### src/rtl/quad_decoder.sv
// rtl/quad_decoder.sv - quadrature decoder with divided wrapping position counter and illegal-transition flag
module quad_decoder #(
    parameter int WIDTH    = 8,
    parameter int DIV_LOG2 = 2
) (
    input  logic             clk,
    input  logic             reset,
    input  logic             enc_a,
    input  logic             enc_b,
    input  logic             clear,
    input  logic             load,
    input  logic [WIDTH-1:0] load_value,
    output logic [WIDTH-1:0] count,
    output logic             up_pulse,
    output logic             down_pulse,
    output logic             err_pulse,
    output logic             err_flag
);

    localparam int ACC_W = DIV_LOG2 + 1;
    localparam int SUM_W = DIV_LOG2 + 2;
    localparam logic [SUM_W-1:0] POS_LIM = SUM_W'(2 ** DIV_LOG2);
    localparam logic [SUM_W-1:0] NEG_LIM = ~POS_LIM + SUM_W'(1);

    logic [1:0]       cur_ab;
    logic [1:0]       prev_ab;
    logic             primed;
    logic [ACC_W-1:0] acc;

    logic [1:0]       cur_pos;
    logic [1:0]       prev_pos;
    logic [1:0]       delta;
    logic             step_fwd;
    logic             step_rev;
    logic             step_bad;
    logic [SUM_W-1:0] acc_ext;
    logic [SUM_W-1:0] acc_sum;

    assign cur_ab = {enc_a, enc_b};

    // Gray-to-binary turns the 00,01,11,10 cycle into positions 0..3, so a
    // forward edge is +1 mod 4, reverse is -1 and a double-bit jump is +2.
    assign cur_pos  = {cur_ab[1], cur_ab[1] ^ cur_ab[0]};
    assign prev_pos = {prev_ab[1], prev_ab[1] ^ prev_ab[0]};
    assign delta    = cur_pos - prev_pos;

    assign step_fwd = (delta == 2'd1);
    assign step_rev = (delta == 2'd3);
    assign step_bad = (delta == 2'd2);

    // One extra bit of headroom so the +/-2**DIV_LOG2 limit is representable.
    assign acc_ext = {acc[ACC_W-1], acc};

    always_comb begin
        acc_sum = acc_ext;
        if (step_fwd) begin
            acc_sum = acc_ext + SUM_W'(1);
        end else if (step_rev) begin
            acc_sum = acc_ext - SUM_W'(1);
        end
    end

    always_ff @(posedge clk) begin
        if (reset) begin
            count      <= '0;
            acc        <= '0;
            prev_ab    <= 2'b00;
            primed     <= 1'b0;
            up_pulse   <= 1'b0;
            down_pulse <= 1'b0;
            err_pulse  <= 1'b0;
            err_flag   <= 1'b0;
        end else begin
            up_pulse   <= 1'b0;
            down_pulse <= 1'b0;
            err_pulse  <= 1'b0;
            prev_ab    <= cur_ab;
            primed     <= 1'b1;
            if (clear) begin
                count    <= '0;
                acc      <= '0;
                err_flag <= 1'b0;
            end else if (load) begin
                count <= load_value;
                acc   <= '0;
            end else if (primed) begin
                if (step_bad) begin
                    err_pulse <= 1'b1;
                    err_flag  <= 1'b1;
                end else if (acc_sum == POS_LIM) begin
                    count    <= count + WIDTH'(1);
                    acc      <= '0;
                    up_pulse <= 1'b1;
                end else if (acc_sum == NEG_LIM) begin
                    count      <= count - WIDTH'(1);
                    acc        <= '0;
                    down_pulse <= 1'b1;
                end else begin
                    acc <= acc_sum[ACC_W-1:0];
                end
            end
        end
    end

endmodule
### config.mk
export PLATFORM = sky130hd
export DESIGN_NAME = quad_decoder
export DESIGN_NICKNAME = d
export VERILOG_FILES = /design/src/rtl/quad_decoder.sv
export SDC_FILE = /design/constraint.sdc
export NUM_CORES = 1
export LEC_CHECK = 0
export CAP_MARGIN = 20
export CORE_ASPECT_RATIO = 0.5
export CORE_UTILIZATION = 40
export DETAILED_ROUTE_END_ITERATION = 6
export PLACE_DENSITY = 0.68
export SLEW_MARGIN = 20
export SYNTH_ARGS = -nofsm -noshare
export SYNTH_HDL_FRONTEND = slang
export SYNTH_SLANG_ARGS = --single-unit
### constraint.sdc
create_clock -name clk -period 4.3 [get_ports clk]
set_input_delay 0.86 -clock clk [delete_from_list [all_inputs] [get_ports clk]]
set_output_delay 0.86 -clock clk [all_outputs]
set_load 0.02 [all_outputs]
==> results.txt, run 1 <==
Setup repair after global routing left no endpoint under its margin. The layer flagged by global routing as most heavily used is met2. The maximum fanout encountered on the critical timing path came out at 6. STA classifies the critical path endpoint as a register. The slack of the worst reg-to-reg path is a little under 600 ps. The most common cell after layout, fill and taps aside is sky130_fd_sc_hd__buf_4. The die is ~78 um wide. In the synthesized netlist, the number of instances is 137. The detailed-route DRC error count came out at 0.

The number of enable-type register cells in the synthesized netlist is 0. The adder-cell share of the synthesized area is between 10% and 20%. Clock-pin slew was measured on the worst setup and hold paths at around 80 ps. The wire length after detailed routing came out at about 2900 um. The mapped cell area is approximately 0.0011 mm^2.

The data arrival time of the critical path is 4250 ps. The number of warnings reported in the yosys synthesis log is 0. The post-cts hold buffer count is 0. The multiplexer fraction of the synthesized cell area is under 10%. The maximum vdd drop came out at about 140 uV. The compound-cell area share of the yosys netlist came out at a little under a fifth. By area, the combinational part of the netlist is dominated by simple AND/OR/NAND/NOR gates. After layout, the minimum clock period comes to around 4100 ps. CTS built an H-tree with a depth of 1. After synthesis, flip-flops and latches occupy 31.41% of the total area. In the layout the commonest cells are sky130_fd_sc_hd__buf_4 (24), sky130_fd_sc_hd__clkdlybuf4s50_1 (23), sky130_fd_sc_hd__nor2_1 (20). Cells fill between 60% and 70% of the core in the end. For met3 alone, demand over resource in global routing was 4.884%. The maximum clock rate is around 240 MHz.

The count of buffers from port buffering came out at 25. The final setup skew came out at between 2 and 3 ps. The kind of cell with the highest combined delay on the critical path is compound AO/OA/AOI/OAI gates. The post-synthesis to final-layout area growth came out at 54.63%. The number of placement rows came out at 13. The number of slew-limit violations in the final report came out at 0. By startpoint and endpoint, the worst setup path is classified as input port to register. Walking the worst path, the cells encountered are dlymetal6s2s_1, xnor2_1, ha_2, xor3_2, mux2i_2, or3_4, a211oi_4, inv_2, buf_4, ha_1, inv_1, nor2_2, a2111oi_2, nor3_2, nor3b_1, a211oi_1, nand3_1.

The average wire per standard cell is between 10 and 15 um. The largest individual stage delay along the critical path comes from the cell sky130_fd_sc_hd__xor3_2. For met1 alone, demand over resource in global routing was 22.78%. The routed via count divided by cell count came out at ~5.0. The pin count of the biggest net entering global routing came out at 12. The pre-CTS setup slack came out at -394.4 ps. The synthesized design spends more area on one cell type than any other, namely sky130_fd_sc_hd__dfxtp_1. The count of filler cells inserted in the layout is between 200 and 250. The top-level port count came out at 26. Max-cap violations in this run came to 0. The insertion delay to the later sink of the worst-skew pair is ~260 ps. The final weighted congestion in routability-driven placement is between 0.8 and 0.9. The overall global routing resource usage came out at a little under a fifth. The final global-route overflow total is 0. The analysis attributes to cell leakage a power of about 0.72 nW. A synthesized cell averages 8.375 um^2. The number of nets in the synthesized netlist is around 160. The worst register-to-register path begins at prev_ab[1]$_SDFF_PP0_. The worst setup path is launched from an input port. The setup TNS after final layout is 0 ps.

The worst-case headroom to the max-slew limit came out at between 70% and 80%. Sorting the synthesized cells by area gives the leading types as sky130_fd_sc_hd__dfxtp_1 (31%), sky130_fd_sc_hd__ha_1 (11%), sky130_fd_sc_hd__nor2_1 (6.9%). The number of hold-slack violations in the final timing report is 0. The XOR/XNOR share of the synthesized area came out at under 10%. Buffers inserted during clock tree synthesis total 3. The number of global-route vias before repair came out at about 940. Counting cells, the worst reg-to-reg path comes to 16. The register bit total from synthesis came out at 18. The CTS tree is yes. In the synthesized netlist the async set-or-reset flop fraction comes to 0%.

The data required time of the worst path is about 4400 ps. Detailed placement finished with a half-perimeter wire length of 1978 um. The biggest cell delay along the critical path is ~400 ps. The antenna cell count is 0. Of the cells placed in the final design, the portion with a size suffix greater than 1 is about a quarter.

The final worst-path cycle share is a little over nine tenths. The tightest hold margin came out at a little under 500 ps. The net count reported at finish came out at between 200 and 250. The die covers just over 0.003 mm^2. The initial antenna violation count came out at 0. The final setup violation count is 0. The number of antenna-violating nets in the routed design came out at 0.

The number of sinks handled by clock tree synthesis is 18. In the global route stage, met2 resource usage came out at around a third. The starting utilization of the core area is between 40% and 50%. The count of different cell masters after synthesis came out at 35.

The actual slew at the worst max-slew pin is 362.2 ps. The final critical-path setup slack came out at around 200 ps. The detailed-router iteration count before antenna repair is 4. The most common flop cell mapped by yosys is sky130_fd_sc_hd__dfxtp_1.

The run finished with clean final reports. Tracing the worst setup path back leads to its startpoint at enc_a. The routed via count is between 1000 and 1500. The synthesized netlist devotes 20.83% of its cell area to simple gates.

The sum of buffers and inverters on the critical path came out at 4. The critical path ends at count[7]$_SDFFE_PP0P_. The top-area cell type share of the netlist area came out at 31.41%. In this run the critical register-to-register path is captured at count[7]$_SDFFE_PP0P_. In this run the deepest clock path goes through 2 buffers.

The initial DRC count came out at 38. The first global-routing pass estimated 4236 um of wire. CTS placed an instance of sky130_fd_sc_hd__clkbuf_8 at the clock tree root. The placeable core area came out at between 0.002 and 0.003 mm^2. The cell area power density came out at ~320 mW/mm^2. Counting buffers and inverters, the worst setup path is 17 cells deep. The tightest min-delay check is of the register to register type. The die span in y is between 30 and 40 um.
synth_stat cells (all sizes together), types with 2 or more instances:
cell type and instances:
a311oi 3, a211oi 6, nor3 4, inv 9, xor2 2, a31oi 2
a21oi 7, xnor2 8, nor2b 3, o22ai 2, o21bai 2, mux2i 3
dfxtp 18, o21ai 3, nor2 21, nand2 14, nand3 2, ha 10
or3 2, clkbuf 3
where the power goes:
group	leakage, nW	internal (W)	switching (W)
logic	0.549	0.000128	0.000117
registers	0.147	0.000173	0.00000650
clock network	0.0288	0.0000815	0.0000648
routing by layer:
layer | vias up | wire length (um) | part of all wire (%)
met1 | 523 | 1434 | 49
met3 | 2 | 106 | 3.6
li1 | 581 | - | -
met4 | 0 | 12 | 0.41
met2 | 21 | 1362 | 47
met5 | - | 0 | 0
worst min-delay path, cell delays in order, from the launching register on:
cell                      delay (ps)
sky130_fd_sc_hd__dfxtp_1         340
sky130_fd_sc_hd__nor2_1           50
sky130_fd_sc_hd__nor2_1           70
state kept, by name, summed over array words and instances, names as in the netlist:
name	count
err_pulse	1
primed	1
down_pulse	1
count	8
prev_ab	2
up_pulse	1
acc	3
err_flag	1
logic make-up after synthesis:
logic type | Yosys count
and+or+nand+nor | 52
AOI/OAI and AO/OA | 30
DFF | 18
buffers and inverters | 12
xor gates and xnor gates | 11
adders and majority gates | 11
muxes | 3
metrics by stage:
stage,instance area [um^2],cells,power (W)
after floorplan,1147,137,0.0003029
after global placement,1598,218,0.0003843
after detailed placement,1598,218,0.0003858
after CTS,1683,222,0.0005432
after global routing,1774,224,0.0006026
final,1774,224,0.0005706
worst min path at each step:
stage                                      from                    end  slack [ps]  cells after the start
after global routing      err_flag$_SDFFE_PP0P_  err_flag$_SDFFE_PP0P_         500                      2
after detailed placement  err_flag$_SDFFE_PP0P_  err_flag$_SDFFE_PP0P_         460                      2
final                     err_flag$_SDFFE_PP0P_  err_flag$_SDFFE_PP0P_         480                      2
after floorplan                  primed$_DFF_P_   err_pulse$_SDFF_PP0_         480                      2
after CTS                 err_flag$_SDFFE_PP0P_  err_flag$_SDFFE_PP0P_         490                      2
after global placement    err_flag$_SDFFE_PP0P_  err_flag$_SDFFE_PP0P_         460                      2
area by class of cell:
class	instances	area (um^2)	area share (%)
sequential	18	360.3	20.31
timing repair buffer	49	435.4	24.54
inverter	9	33.78	1.904
multi-input combinational	107	843.3	47.53
clock buffer	4	55.05	3.103
tap	37	46.29	2.609
what timing repair did:
item	4_1_cts	5_1_grt
pin swaps	0	12
buffers inserted	0	2
setup endpoints to repair	3	3
gates resized for setup	6	18
hold endpoints to repair	0	0
Power figures use the tool's default switching activity.
==> run 2: changes to the inputs <==
ABC_AREA = 1   (was unset)
==> run 2 against run 1 <==
  * Final area fell by 10%
  * Synthesized cell count rose by 17%
  * Synthesized area rose by 8.2%
  * Clock power fell by 4%
  * Worst setup slack improved by 270 ps
  * Die area rose by 7.9%
  * Clock skew rose by 4.0 ps
  * Power fell by 11%
  * Highest routed layer unchanged
==> results.txt, run 2 <==
The flow ran to the end, and the final reports show no timing, DRC or antenna violations. The clock period could shrink to between 3000 and 4000 ps. Relative to the synthesized area, the layout overhead comes to 28.53%. The share of the yosys chip area belonging to registers is 29.03%.

In this run, post-CTS hold repair placed 0 buffers. The number of flip-flops under the largest register name came out at 8. In the final layout, the multi-input gates occupy approximately 790 um^2. Along the worst path, the maximum fanout reaches 9. The post-route netlist has a little over an eighth of its cells at a drive strength greater than 1. Clock tree synthesis found a total of 18 sinks.

The type of the worst setup path is input port to register. The starting utilization of the core area is between 40 and 50%. The slowest stage cell on the critical path is sky130_fd_sc_hd__clkdlybuf4s50_1. TritonCTS built the clock tree. Clock-pin slew was measured on the worst setup and hold paths at around 70 ps. Dividing total power by cell area gives a power density of approximately 320 mW/mm^2. The average size of a mapped cell is just under 8 um^2.

The maximum clock rate came out at 260.7 MHz. The initial antenna violation count is 0. The final setup violation count came out at 0. The top-area cell type share of the netlist area is between 20% and 30%.

The detailed-route DRC error count is 0. Of all flip-flops after synthesis, the portion carrying an async set or reset was 0%. The synthesized design contains 0 enable-type register cells. The floorplan step defined a core boundary enclosing 0.002765 mm^2. Gates resized during post-CTS repair numbered 0. The number of cells on the worst reg-to-reg path came out at 16. 0 antenna diodes ended up in the layout. Counting distinct cell types in the post-synthesis netlist gives 28.

The commonest cells after synthesis are sky130_fd_sc_hd__nand2_1 (28), sky130_fd_sc_hd__inv_1 (19), sky130_fd_sc_hd__dfxtp_1 (18). Using the TritonRoute via totals, the vias-per-cell ratio works out to 4.792. The most common cell in the synthesized netlist is sky130_fd_sc_hd__nand2_1.

The wire length after detailed routing is around 2400 um. The net count reported at finish came out at 215. The cell count after synthesis is 160. The average wire per standard cell is ~11 um. The number of placement rows is 13. Leaving out fill and tap cells, the most frequent cells in the layout are sky130_fd_sc_hd__nand2_1 (28), sky130_fd_sc_hd__clkdlybuf4s50_1 (25), sky130_fd_sc_hd__inv_1 (19). The final setup skew is approximately 6.9 ps. The number of slew-limit violations in the final report came out at 0. The number of hold-slack violations in the final timing report came out at 0.

The sum of buffers and inverters on the critical path is 2. The count of buffers from port buffering came out at 25. STA classifies the critical path startpoint as an input port.

The number of warnings reported in the yosys synthesis log came out at 0. Post-CTS timing repair inserted 0 buffers for setup. The final global-route overflow total is 0. The number of global-route vias before repair is approximately 950. The actual slew at the worst max-slew pin is approximately 420 ps. Summing every instance area after synthesis gives about 0.0012 mm^2. The number of levels in the clock H-tree is 1. The top-level port count is 26. Counting every net in the synthesized netlist gives around 190. The register bank with the most flops is count. For this run, the slowest stage of the critical path takes between 400 and 500 ps. The area of all sequential standard cells came out at 360.3 um^2. The initial DRC count came out at 30. TritonCTS created 3 clock buffers. Across all layers, the routed design uses around 1100 vias. The instance count along the most critical hold path came out at 2.

The global-route wire length before repair came out at ~4000 um. The count of filler cells inserted in the layout came out at roughly 280. The worst pin sits at a relative slew slack of a little under three quarters.

CTS placed an instance of sky130_fd_sc_hd__clkbuf_8 at the clock tree root. The data arrival time of the critical path is between 3000 and 4000 ps. The die covers roughly 0.0033 mm^2.

The cell area reported after detailed placement is 0.001540 mm^2. The cell taking the most area after synthesis is sky130_fd_sc_hd__dfxtp_1. The final worst-path cycle share is 89.21%. In this design, the largest share of critical-path delay is due to adder cells.

Entering global routing, the biggest net connects 11 pins. The final non-filler cell area came out at around 0.0016 mm^2. After synthesis the netlist holds a flip-flop and latch count of 18. Walking the worst path, the cells encountered are clkdlybuf4s50_1, xnor2_1, ha_1, inv_1, nand4_1, nand2_1, nand2_2, nand2_4, nand3_2, ha_1, nand2_1, nand2_1, a31oi_1, o21ai_0, a21oi_1, xor2_1, a211oi_2. The die span in y came out at roughly 41 um. The maximum vdd drop is approximately 160 uV. The horizontal die dimension is roughly 80 um. The number of antenna-violating nets in the routed design came out at 0. STA classifies the critical path endpoint as a register. For the worst-skew pair, the clock arrives at the later sink with an insertion delay of around 260 ps.

The detailed-router iteration count before antenna repair is 4. The final weighted congestion in routability-driven placement came out at roughly 0.85. The detailed placement HPWL is between 1500 and 2000 um. The total stage count of the critical path is 17. The most common cell after layout, fill and taps aside is sky130_fd_sc_hd__nand2_1. The overall global routing resource usage is around 16%. Among all flip-flop cells after synthesis, the most frequent one is sky130_fd_sc_hd__dfxtp_1. After synthesis, the cell types taking the most area are sky130_fd_sc_hd__dfxtp_1 (29%), sky130_fd_sc_hd__ha_1 (10%), sky130_fd_sc_hd__nand2_1 (8.5%). The max-capacitance violation count came out at 0.

Adding up every negative setup slack in the final design gives 0 ps. In this run the deepest clock path goes through 2 buffers. The data required time of the worst path came out at 4450 ps. In the final layout, the registers with the most flip-flops are count x8, acc x3, prev_ab x2. Setup repair after global routing left no endpoint under its margin. The cell seen most often among critical-path stages is sky130_fd_sc_hd__nand2_1. In this run the worst hold path is classified as register to register.

For this design the static power due to leakage is roughly 0.66 nW.
[run 2: final timing paths]
check,start,end,slack (ps)
worst max-delay path,enc_a,count[6]$_SDFFE_PP0P_,460
worst min-delay path,err_flag$_SDFFE_PP0P_,err_flag$_SDFFE_PP0P_,470
worst min register to register,err_flag$_SDFFE_PP0P_,err_flag$_SDFFE_PP0P_,470
worst max register to register,prev_ab[1]$_SDFF_PP0_,count[6]$_SDFFE_PP0P_,1220
[run 2: through the flow]
step	power (W)	setup WS (ps)	instances	utilization [%]	hold slack (ps)
global placement	0.0003693	272.1	222	55.70	450.1
detailed placement	0.0003718	242.1	222	55.70	455.6
finish	0.0005088	464.1	226	57.69	472.7
floorplan	0.0003246	1025	160	-	440.8
global route	0.0005422	238.8	226	57.69	497.0
CTS	0.0005153	495.2	226	57.69	477.6
[run 2: cells by family after synthesis]
group,share of synthesized area (%)
fa+ha+maj,11.69
compound gates,14.42
simple gates,32.16
buf+inv,7.056
flops,29.03
xor+xnor,5.645
[run 2: tightest hold or removal path, delay by kind of cell, from the launching register on]
family	cells	cell delay (ps)
AO/OA/AOI/OAI	1	60
flip-flops	1	330
AND/OR/NAND/NOR	1	50
[run 2: final cells by class]
type	instances	area share, %
multi-input cells	119	49.73
flip-flops and latches	18	22.59
repair buffers	26	16.16
inverters	22	5.176
clock buffers	4	3.451
well taps	37	2.902
[run 2: metal layers]
| metal | global-route usage, % | wire length, um |
|---|---|---|
| met1 | 20.08 | 1306 |
| met2 | 30.08 | 1048 |
| met3 | 3.913 | 61 |
| met4 | 5.357 | 21 |
| met5 | 0 | 0 |
[run 2: report_power, final]
part,switching (W),leakage (nW),internal [W]
logic,0.000110,0.483,0.0000789
clock network,0.0000591,0.0288,0.0000813
registers,0.00000615,0.147,0.000174
total,0.000175,0.659,0.000334
